## src/rtl/demux_1x2.sv

```systemverilog
// Buffered 1:2 demux: sel steers each accepted word into one of two FIFOs; 1-cycle latency to dk.
// in_ready drops when the selected FIFO is full; each channel drains on its own dk_ready.

module demux_1x2_fifo #(
   parameter int unsigned DATAWIDTH = 64,
   parameter int unsigned DEPTH     = 2,
   parameter int unsigned CW        = $clog2(DEPTH) + 1
) (
   input  logic                 clk,
   input  logic                 rst,
   input  logic                 push,
   input  logic [DATAWIDTH-1:0] wdat,
   input  logic                 pop_ready,
   output logic [DATAWIDTH-1:0] head,
   output logic                 head_valid,
   output logic                 full,
   output logic [CW-1:0]        count
);
   localparam int unsigned PW = $clog2(DEPTH);

   logic [DATAWIDTH-1:0] mem [0:DEPTH-1];
   logic [PW-1:0]        wptr;
   logic [PW-1:0]        rptr;
   logic [CW-1:0]        cnt;
   logic                 wr;
   logic                 rd;

   assign head_valid = (cnt != '0);
   assign full       = (cnt == CW'(DEPTH));
   assign count      = cnt;
   // A push into a full FIFO is dropped here too, so the FIFO protects itself.
   assign wr         = push && !full;
   assign rd         = head_valid && pop_ready;

   always_ff @(posedge clk or posedge rst) begin
      if (rst) begin
         wptr <= '0;
         rptr <= '0;
         cnt  <= '0;
      end else begin
         if (wr) wptr <= wptr + PW'(1);
         if (rd) rptr <= rptr + PW'(1);
         case ({wr, rd})
            2'b10:   cnt <= cnt + CW'(1);
            2'b01:   cnt <= cnt - CW'(1);
            default: cnt <= cnt;
         endcase
      end
   end

   // Storage is left uncleared by reset; the zeroed count masks stale words.
   always_ff @(posedge clk) begin
      if (wr) mem[wptr] <= wdat;
   end

   assign head = head_valid ? mem[rptr] : '0;
endmodule

module demux_1x2 #(
   parameter int unsigned DATAWIDTH = 64,
   parameter int unsigned DEPTH     = 2,
   parameter int unsigned CW        = $clog2(DEPTH) + 1
) (
   input  logic                 Clk,
   input  logic                 Rst,
   input  logic [DATAWIDTH-1:0] a,
   input  logic                 sel,
   input  logic                 in_valid,
   output logic                 in_ready,
   output logic [DATAWIDTH-1:0] d0,
   output logic                 d0_valid,
   input  logic                 d0_ready,
   output logic [DATAWIDTH-1:0] d1,
   output logic                 d1_valid,
   input  logic                 d1_ready,
   output logic [CW-1:0]        cnt0,
   output logic [CW-1:0]        cnt1
);
   logic full0;
   logic full1;
   logic push0;
   logic push1;

   // in_ready looks only at sel and registered fullness, never at the consumer readies.
   assign in_ready = sel ? !full1 : !full0;
   assign push0    = in_valid && in_ready && !sel;
   assign push1    = in_valid && in_ready &&  sel;

   demux_1x2_fifo #(
      .DATAWIDTH (DATAWIDTH),
      .DEPTH     (DEPTH),
      .CW        (CW)
   ) f0 (
      .clk        (Clk),
      .rst        (Rst),
      .push       (push0),
      .wdat       (a),
      .pop_ready  (d0_ready),
      .head       (d0),
      .head_valid (d0_valid),
      .full       (full0),
      .count      (cnt0)
   );

   demux_1x2_fifo #(
      .DATAWIDTH (DATAWIDTH),
      .DEPTH     (DEPTH),
      .CW        (CW)
   ) f1 (
      .clk        (Clk),
      .rst        (Rst),
      .push       (push1),
      .wdat       (a),
      .pop_ready  (d1_ready),
      .head       (d1),
      .head_valid (d1_valid),
      .full       (full1),
      .count      (cnt1)
   );
endmodule

```

## config.mk

```make
export PLATFORM = sky130hd
export DESIGN_NAME = demux_1x2
export DESIGN_NICKNAME = d
export VERILOG_FILES = /design/src/rtl/demux_1x2.sv
export SDC_FILE = /design/constraint.sdc
export NUM_CORES = 1
export LEC_CHECK = 0
export CAP_MARGIN = 20
export CORE_MARGIN = 2
export CORE_UTILIZATION = 45
export DETAILED_ROUTE_END_ITERATION = 16
export PLACE_DENSITY = 0.67
export SYNTH_ARGS = -nofsm -noshare
export SYNTH_HDL_FRONTEND = slang
export SYNTH_SLANG_ARGS = --single-unit
```

## constraint.sdc

```tcl
create_clock -name Clk -period 4.7 [get_ports Clk]
set_input_delay 0.705 -clock Clk [delete_from_list [all_inputs] [get_ports Clk]]
set_output_delay 0.705 -clock Clk [all_outputs]
set_load 0.01 [all_outputs]
```

* Word level (Yosys, flattened, before mapping)
Memory sizes are Yosys's and may differ from the RTL's. Index checks and enable logic that the tools add are counted.
Word-level totals: register bits 8, memory bits (writable) 256, input port bits 70, output and inout bits 135, word-level logic and storage cells 45, memories 2
Cells by class: $add $sub $neg 8, equality and inequality tests 6, multiplexer cells 9, reduce and logical (&&, ||, !) cells 14
Memories:
- f0.mem | depth 2, bits a word 64, rd ports 1, clocked after memory_dff 0, wr ports 1, RTL line 21 | logic [DATAWIDTH-1:0] mem [0:DEPTH-1];
- f1.mem | depth 2, bits a word 64, rd ports 1, clocked after memory_dff 0, wr ports 1, RTL line 21
Operators by type and width (count):
- 64-bit two-way mux | 2
- 2-bit == test (second input constant) | 4
- 2-bit one-hot mux with 2 select lines | 2
- 2-bit nonzero test | 4
- 1-bit logical AND | 7
- 1-bit two-way mux | 5
- 1-bit adder (second input constant) | 4
- 2-bit by 1-bit adder with 2-bit output (second input constant) | 2
- 2-bit by 1-bit == test with 1-bit output (second input constant) | 2
- 2-bit by 1-bit subtractor with 2-bit output (second input constant) | 2
- 1-bit logical NOT | 3

* Longest topological paths before layout
Gate-level depths: netlist (run 1).
depth after elaboration 8, depth in mapped cells 7, depth with buffers taken out 7

* Modules after synthesis
Synthesis (run 1) repeated with hierarchy kept, for this count alone.
Second synthesis, totals: cells, all modules 583, area total of the unflattened synthesis 10684.0 sq um
Modules (own cells, without submodules):
- demux_1x2_fifo | instances 2, cells an instance 290, area an instance 5328.9 sq um, sequential area each 3943.8 sq um
- demux_1x2 | instances 1, cells an instance 3, area an instance 26.3 sq um, sequential area each 0.0 sq um

* Least setup slack after synthesis (run 1)
OpenSTA, ideal clock, no wires.
path kind in2reg, from input port sel, to memory f0.mem[0][0] (enable), library setup time 486 ps, arrival 3637 ps, required time 4214 ps, slack 577 ps, cell stages on the path 2, path buffers 0, cell sequence nand3b_2 nor2_1
Between the ends: longest elaborated chain between the ends 6, elaborated cells between the ends (all ways) 7, classes of those cells mux (3); reduce/logical (4)
RTL lines:
- start: declaration | RTL line 67 | input logic sel,
- 1-bit two-way mux | RTL line 85 | assign in_ready = sel ? !full1 : !full0;
- 1-bit logical AND | RTL line 86 | assign push0 = in_valid && in_ready && !sel;
- 1-bit logical AND (*) | RTL line 86
- 1-bit logical AND (*) | RTL line 32 | assign wr = push && !full;
- 1-bit two-way mux (*) | RTL line 53 | if (wr) mem[wptr] <= wdat;
- 1-bit two-way mux (implied by the code) (*) | RTL line 53
- end: declaration | RTL line 21
Mark *: on every way between the ends. The rest lies on a longest branch, timed or not.

* Final worst setup path (run 1)
from register f1.cnt[0] (netlist: f1.count[0]), to output port d1[63]
Between the ends: longest elaborated chain between the ends 2
RTL lines:
- start: declaration | RTL line 24 | logic [CW-1:0] cnt;
- start signal: assignment | RTL line 44 | 2'b10: cnt <= cnt + CW'(1);
- start signal: assignment | RTL line 45 | 2'b01: cnt <= cnt - CW'(1);
- start signal: assignment | RTL line 46 | default: cnt <= cnt;
- 2-bit nonzero test | RTL line 28 | assign head_valid = (cnt != '0);
- 64-bit two-way mux | RTL line 56 | assign head = head_valid ? mem[rptr] : '0;
- end: declaration | RTL line 73 | output logic [DATAWIDTH-1:0] d1,
Every way passes these cells.

==> results of run 1 <==
==> final timing paths <==
path	end	slack, ns	depth (start not counted)
setup / recovery	d1[63]	1.28	4
hold / removal	f1.rptr	0.44	2
setup reg to reg	f0.mem[1][6]	2.27	4
hold reg to reg	f1.wptr	0.55	1
max in group asynchronous	f0.rptr	4.00	2
min in group Clk	f1.wptr	0.55	1
==> metrics by stage <==
stage	util	hold WS, ns
6_report	0.590	0.438
5_1_grt	0.590	0.452
4_1_cts	0.589	0.442
3_5_place_dp	0.553	0.540
3_3_place_gp	0.553	0.534
2_1_floorplan	-	0.468
==> per-layer routing <==
metal	GRT usage	up-vias	routed length (µm)
li1	-	2569	-
met3	0.0328	29	1170
met2	0.310	160	10700
met1	0.218	2725	8690
met5	0	-	0
met4	0.0388	0	354
==> cells in the mapped netlist (2+ instances only) <==
library cell  instances  area share
edfxtp_1            256        0.75
xnor2_1               6      0.0052
xor2_1                4      0.0034
nand2b_1              2      0.0012
inv_1                 5      0.0018
nor2_1              134       0.049
buf_12               10       0.020
buf_2                14      0.0069
dfrtp_1               8       0.020
ha_1                  2      0.0025
buf_6                 4      0.0044
nor2_2                2      0.0012
mux2i_1             128        0.13
==> layout make-up <==
cell class	count	share of cell area
well taps	285	0.0269
clock inverters	19	0.00879
flip-flops and latches	264	0.596
clock buffers	29	0.0516
inverters	5	0.00142
repair buffers	216	0.163
multi-input cells	283	0.152
==> worst register-to-register path: cells and delay by family (launching register included) <==
family | cells | cell delay, ns
simple gates | 3 | 1.18
buf+inv | 1 | 0.42
flops | 1 | 0.51
==> power by group <==
part | switching (mW) | internal, mW | total [mW] | leakage (nW)
Combinational | 1.52 | 1.64 | 3.16 | 2.00
Sequential | 0.238 | 2.94 | 3.18 | 2.43
Clock | 0.832 | 1.10 | 1.93 | 0.399
==> state kept, by name (all words and copies together), names as in the netlist <==
name	count
f1.wptr	1
f1.mem	128
f0.mem	128
f0.wptr	1
f0.rptr	1
f1.rptr	1
f0.count	2
f1.count	2
==> logic make-up (layout without fill, tap and decap cells) <==
logic type    count (synthesis)  count (layout)
flops                       264             264
buf+inv                      33             269
simple gates                142             142
xor+xnor                     10              10
fa+ha+maj                     2               2
mux                         129             129
==> results.yml, run 1 <==
synthesis:
  syn-cell-area_um2: 10200
  yosys_most_used_dff: "edfxtp_1"
  synth.avg_cell_area_um2: 17.6
  synth_compound_area_frac: 0
  yosys.area_share.adder: 0.00246
  ys_ff_latch: 264
  synth-xor-area-share: 0.00859
  synth_cell_type_count: 18
  yosys-mux-area-fraction: 0.127
  synthSimpleGateAreaFrac: 0.0554
  synth_edf_count: 256
  syn_nets: 652
  async_reset_ff_frac: 0.0303
  synth_top_family_by_area: "multiplexers"
  ys_seq_area_frac: 0.774
  syn_inst: 580
  yosys_warnings: 0
cells_and_area:
  ff_latch_area_um2: 7900
  nNetsFinal: 868
  final.fill_count: 1707
  insertedDiodeCount: 0
  area_growth_pct: 30.0
  multi_input_area_um2: 2010
  final_cell_count_no_fill: 1101
  final_common_cell: "edfxtp_1"
  design_area_um2: 13200
  mostFrequentLayoutCells: "edfxtp_1 (256), clkdlybuf4s50_1 (204), nor2_1 (130), mux2i_1 (128), clkbuf_16 (27)"
  drive_gt1_frac: 0.0748
worst_setup_path:
  critPathBufInv: 2
  cp_slowest_cell: "nor2_4"
  cp_cell_sequence: "nor2_4 -> buf_4 -> nor2_1 -> clkdlybuf4s50_1"
  cpPeakStageDelay_ns: 0.55
  cp-end-kind: "output port"
  worstSetupPathType: "flop to output port"
  r2r-start: "f0.count[0]"
  cpLargestDelayFamily: "buffers and inverters"
  startpoint: "f1.count[0]"
  cp.arrival_ns: 2.72
  cp-start-kind: "flop"
  cp_data_required_time_ns: 3.99
  critPathMaxFanout: 43
floorplanning:
  die_w_um: 154
  dieArea_um2: 23900
  start_util: 0.454
  dieHeight_um: 154
  coreArea_um2: 22400
  row_count: 55
  ios: 205
detailed_routing:
  wl_per_cell_um: 19.0
  num_vias: 5483
  dr.pass1.iters: 5
  drc_errors: 0
  ant_nets: 0
  routed_via_density: 4.98
  finalWirelength_um: 21000
  drtIter0Drc: 246
timing:
  fin_crit_ns: 3.42
  finalSetupViolCount: 0
  tightest_slew_ns: 1.01
  hold_violations: 0
  finClkSkew_ns: 0.0169
  maxSlewHeadroom: 0.327
  rsz0062_at_grt: "no"
  finalCritPeriodShare: 0.728
  maxSlewViolCount: 0
  fin_setup_tns_ns: 0
  setup_slack_ns: 1.28
  fmax_ghz: 0.292
worst_hold_path:
  hold_class: "input pin to asynchronous set/reset pin"
place:
  place_ws_ns: 1.56
  dp_hpwl_um: 13300
  dp.cells: 1052
  dpl_cell_area_um2: 12400
  gp_congestion: 0.735
  port_buffers: 204
clocking:
  cts.repair.resized: 0
  cts_setup_buffers: 0
  clkTransAtPathRegs_ns: 0.06
  cts.sinks: 264
  cts-root-buf: "clkbuf_16"
  htree_levels: 1
  ctsHoldBuffers: 0
  clock_latency_ns: 0.52
  cts_buffer_depth: 3
  tritoncts: "yes"
  numCtsBuffers: 26
grt:
  grt_first_pass_wirelength_um: 31800
  grt_remaining_overflow: 0
  track_usage: 0.172
  antenna_found_initial: 0
  grt_max_degree: 66
  grt_pass1_vias: 5790
power_and_ir_drop:
  p_leak_nw: 4.83
  vdd_drop_max_mv: 0.392
  p_total_mw: 8.27
  p_per_area_nw_per_um2: 624
run:
  cap_violations: 0
run_status:
  status: "finished, final reports clean"
No activity file was read; power rests on OpenSTA's default activity.
==> run 2: changes to the inputs <==
clock period = 3.5 ns   (was 4.7 ns; I/O delays follow)
==> results.yml, run 2 (same netlist as run 1, synthesis figures left out) <==
run_status:
  status: "finished, final reports clean"
detailed_routing:
  routed_via_density: 5.02
  ant_nets: 0
  dr.pass1.iters: 4
  num_vias: 5544
  drtIter0Drc: 285
  drc_errors: 0
  finalWirelength_um: 20700
  wl_per_cell_um: 18.8
worst_setup_path:
  cp.arrival_ns: 2.42
  worstSetupPathType: "flop to output port"
  cp_cell_sequence: "buf_4 -> mux2i_1 -> nor2_1 -> clkdlybuf4s50_1"
  cp-end-kind: "output port"
  critPathBufInv: 2
  cpPeakStageDelay_ns: 0.68
  cp_data_required_time_ns: 2.97
  cp_slowest_cell: "dfrtp_4"
  cpLargestDelayFamily: "buffers and inverters"
  reg2reg_depth: 4
  cp-start-kind: "flop"
  cp.depth: 4
  critPathMaxFanout: 21
floorplanning:
  ios: 205
  die_w_um: 154
  dieHeight_um: 154
  coreArea_um2: 22400
  dieArea_um2: 23900
  row_count: 55
  start_util: 0.454
power_and_ir_drop:
  p_leak_nw: 4.87
  vdd_drop_max_mv: 0.782
  p_total_mw: 11.3
  p_per_area_nw_per_um2: 849
timing:
  fin_crit_ns: 2.94
  maxSlewHeadroom: 0.542
  rsz0062_at_grt: "no"
  hold_violations: 0
  finalCritPeriodShare: 0.841
  finalSetupViolCount: 0
  fmax_ghz: 0.340
  holdWs_ns: 0.266
  tightest_slew_ns: 0.687
  maxSlewViolCount: 0
  finClkSkew_ns: 0.0166
  setup_slack_ns: 0.555
clocking:
  cts.repair.resized: 0
  numCtsBuffers: 26
  cts.sinks: 264
  htree_levels: 1
  cts-root-buf: "clkbuf_16"
  cts_buffer_depth: 3
  tritoncts: "yes"
  cts_setup_buffers: 0
  clock_latency_ns: 0.52
  clkTransAtPathRegs_ns: 0.06
  ctsHoldBuffers: 0
grt:
  grt_first_pass_wirelength_um: 32300
  grt_max_degree: 65
  antenna_found_initial: 1
  grt_pass1_vias: 5953
  track_usage: 0.173
  grt_remaining_overflow: 0
cells_and_area:
  nNetsFinal: 873
  area_growth_pct: 31.0
  final.fill_count: 1711
  mostFrequentLayoutCells: "edfxtp_1 (256), clkdlybuf4s50_1 (204), nor2_1 (130), mux2i_1 (128), clkbuf_16 (26)"
  largestRegisters: "f0.mem x128, f1.mem x128"
  final_cell_count_no_fill: 1105
  final_common_cell: "edfxtp_1"
  drive_gt1_frac: 0.0842
place:
  dp_hpwl_um: 13300
  port_buffers: 204
  dp.cells: 1058
  gp_congestion: 0.756
  place_ws_ns: 1.02
run:
  cap_violations: 0
worst_hold_path:
  hold_class: "input pin to asynchronous set/reset pin"
## run 2: path summary, 6_finish.rpt
path                            slack, ns         from            to
min in group Clk                     0.54      f1.wptr       f1.wptr
max in group asynchronous            2.96          Rst       f1.rptr
worst min-delay path                 0.27          Rst   f1.count[0]
worst max register to register       1.48  f1.count[0]  f1.mem[0][7]
worst max-delay path                 0.56      f1.rptr        d1[22]
worst min register to register       0.54      f1.wptr       f1.wptr
## run 2: per-layer routing
layer  wire [µm]  global-route usage  up-vias
met5           0                   0        -
met3        1070              0.0300       34
li1            -                   -     2580
met2       10500               0.305      165
met4         442              0.0511        0
met1        8740               0.222     2765
## run 2: report_power, final
part           internal [mW]  leakage, nW  switching (mW)
logic                   2.24         2.02            2.12
clock network           1.67        0.416            1.10
registers               3.95         2.43           0.262
## run 2: cell type report
cell class,instances,area [µm²],area share
antenna,1,2.50,0.000187
sequential,264,7900,0.591
clock buffer,31,669,0.0501
multi-input combinational,283,2010,0.150
clock inverter,15,196,0.0147
inverter,5,18.8,0.00141
tap,285,357,0.0267
timing repair buffer,221,2210,0.165
## run 2: stage by stage
stage,utilization,setup TNS [ns],cell area [µm²]
after CTS,0.595,0,13400
after global placement,0.557,0,12500
final,0.595,0,13400
after detailed placement,0.557,0,12500
after global routing,0.595,0,13400
after floorplan,-,-56.71,10200
## run 2: worst reg2reg max path, stage by stage, from the launching register on
cell	delay (ns)
dfrtp_1	0.47
nand2b_1	0.20
nand3_2	0.21
nor2_4	0.43
buf_4	0.37
==> run 3: changes to the inputs <==
clock period = 3 ns   (was 3.5 ns; I/O delays follow)
==> results.yml, run 3 (same netlist as run 1, synthesis figures left out) <==
clocking:
  clkTransAtPathRegs_ns: 0.06
  cts.repair.resized: 0
  htree_levels: 1
  cts_buffer_depth: 3
  cts-root-buf: "clkbuf_16"
  tritoncts: "yes"
  ctsHoldBuffers: 0
  cts.sinks: 264
  numCtsBuffers: 27
  clock_latency_ns: 0.54
timing:
  fin_setup_tns_ns: 0
  finalCritPeriodShare: 0.932
  setup_slack_ns: 0.205
  fmax_ghz: 0.358
  rsz0062_at_grt: "no"
  holdWs_ns: 0.178
  finClkSkew_ns: 0.0105
  hold_violations: 0
  finalSetupViolCount: 0
  maxSlewHeadroom: 0.671
  maxSlewViolCount: 0
  fin_crit_ns: 2.80
  tightest_slew_ns: 0.494
worst_setup_path:
  cp_data_required_time_ns: 2.55
  cp-end-kind: "output port"
  worstReg2RegEnd: "f1.count[1]"
  cpPeakStageDelay_ns: 0.64
  r2r-start: "f1.count[0]"
  r2r_slack_ns: 0.88
  startpoint: "f1.rptr"
  cp-start-kind: "flop"
  cp.arrival_ns: 2.35
  critPathMaxFanout: 17
  cp_cell_sequence: "buf_4 -> mux2i_1 -> nor2_1 -> clkdlybuf4s50_1"
  cp_slowest_cell: "dfrtp_4"
  reg2reg_depth: 7
  worstSetupPathType: "flop to output port"
detailed_routing:
  dr.pass1.iters: 5
  wl_per_cell_um: 18.9
  routed_via_density: 5.01
  drtIter0Drc: 254
  drc_errors: 0
  finalWirelength_um: 21000
  ant_nets: 0
  num_vias: 5565
floorplanning:
  dieArea_um2: 23900
  die_w_um: 154
  dieHeight_um: 154
  coreArea_um2: 22400
  row_count: 55
  ios: 205
  start_util: 0.454
power_and_ir_drop:
  pwr-share-clk: 0.240
  vdd_drop_max_mv: 0.646
  switchingPower_mw: 4.13
  switching_share: 0.311
  p_leak_nw: 4.90
  pwr-share-comb: 0.390
  power.internal_mw: 9.17
  p_per_area_nw_per_um2: 990
  pwr-share-seq: 0.370
  p_total_mw: 13.3
cells_and_area:
  multi_input_area_um2: 2010
  ff_latch_area_um2: 7900
  largestRegisters: "f0.mem x128, f1.mem x128"
  final_core_util: 0.599
  drive_gt1_frac: 0.0814
  final_common_cell: "edfxtp_1"
  area_growth_pct: 31.8
  final.fill_count: 1674
  final_cell_count_no_fill: 1110
  nNetsFinal: 874
  design_area_um2: 13400
  mostFrequentLayoutCells: "edfxtp_1 (256), clkdlybuf4s50_1 (204), nor2_1 (130), mux2i_1 (128), clkbuf_16 (27)"
grt:
  grt_pass1_vias: 5872
  grt_remaining_overflow: 0
  grt_first_pass_wirelength_um: 32500
  grt_max_degree: 66
  track_usage: 0.176
  antenna_found_initial: 2
place:
  place_ws_ns: 0.533
  dp.cells: 1057
  gp_congestion: 0.760
  port_buffers: 204
  dp_hpwl_um: 12900
  dpl_cell_area_um2: 12500
run_status:
  status: "finished, final reports clean"
worst_hold_path:
  hold_class: "input pin to asynchronous set/reset pin"
run:
  cap_violations: 0
## run 3: changes by cell type in the layout (fill, tap and decap cells not counted), sizes merged
cell and change:
clkbuf +6, bufinv -2, clkinvlp -2, clkinv +2
diode +1
## run 3: worst max-delay path by stage
stage | to | slack (ns) | cells after the start
5_1_grt | d1[40] | 0.12 | 4
4_1_cts | d1[50] | 0.17 | 4
2_1_floorplan | f0.mem[0][0] | -0.92 | 3
6_report | d1[50] | 0.20 | 4
3_3_place_gp | d0[27] | 0.55 | 4
3_5_place_dp | d0[25] | 0.53 | 4
## run 3: power groups by stage
stage                     sequential (mW)  clock, mW  combinational [mW]
after floorplan                      4.84          0                2.84
after global routing                 4.97       3.41                5.56
after detailed placement             5.06          0                5.16
final                                4.92       3.20                5.18
after CTS                            4.93       3.26                5.28
after global placement               5.04          0                5.11
## run 3: cell type report
class / count / share of cell area
well taps: 285 / 0.0266
repair buffers: 221 / 0.170
clock inverters: 13 / 0.00950
diodes: 2 / 0.000373
flip-flops and latches: 264 / 0.588
clock buffers: 37 / 0.0546
inverters: 5 / 0.00140
multi-input cells: 283 / 0.150
## run 3: repair_timing
action,in CTS,in global routing
buffers inserted,1,0
hold endpoints to repair,0,0
endpoints found under the setup margin,18,0
## run 3: worst max-delay path, delay by kind of cell (launching register included)
kind / cells / cell delay (ns)
and+or+nand+nor: 1 / 0.16
muxes: 1 / 0.10
DFF: 1 / 0.64
buffers and inverters: 2 / 0.89
## run 3: routing by layer
metal,up-vias,wire length (µm),GRT usage
li1,2584,-,-
met1,2774,8700,0.224
met2,168,10600,0.308
met3,39,1130,0.0294
met4,0,520,0.0617
met5,-,0,0
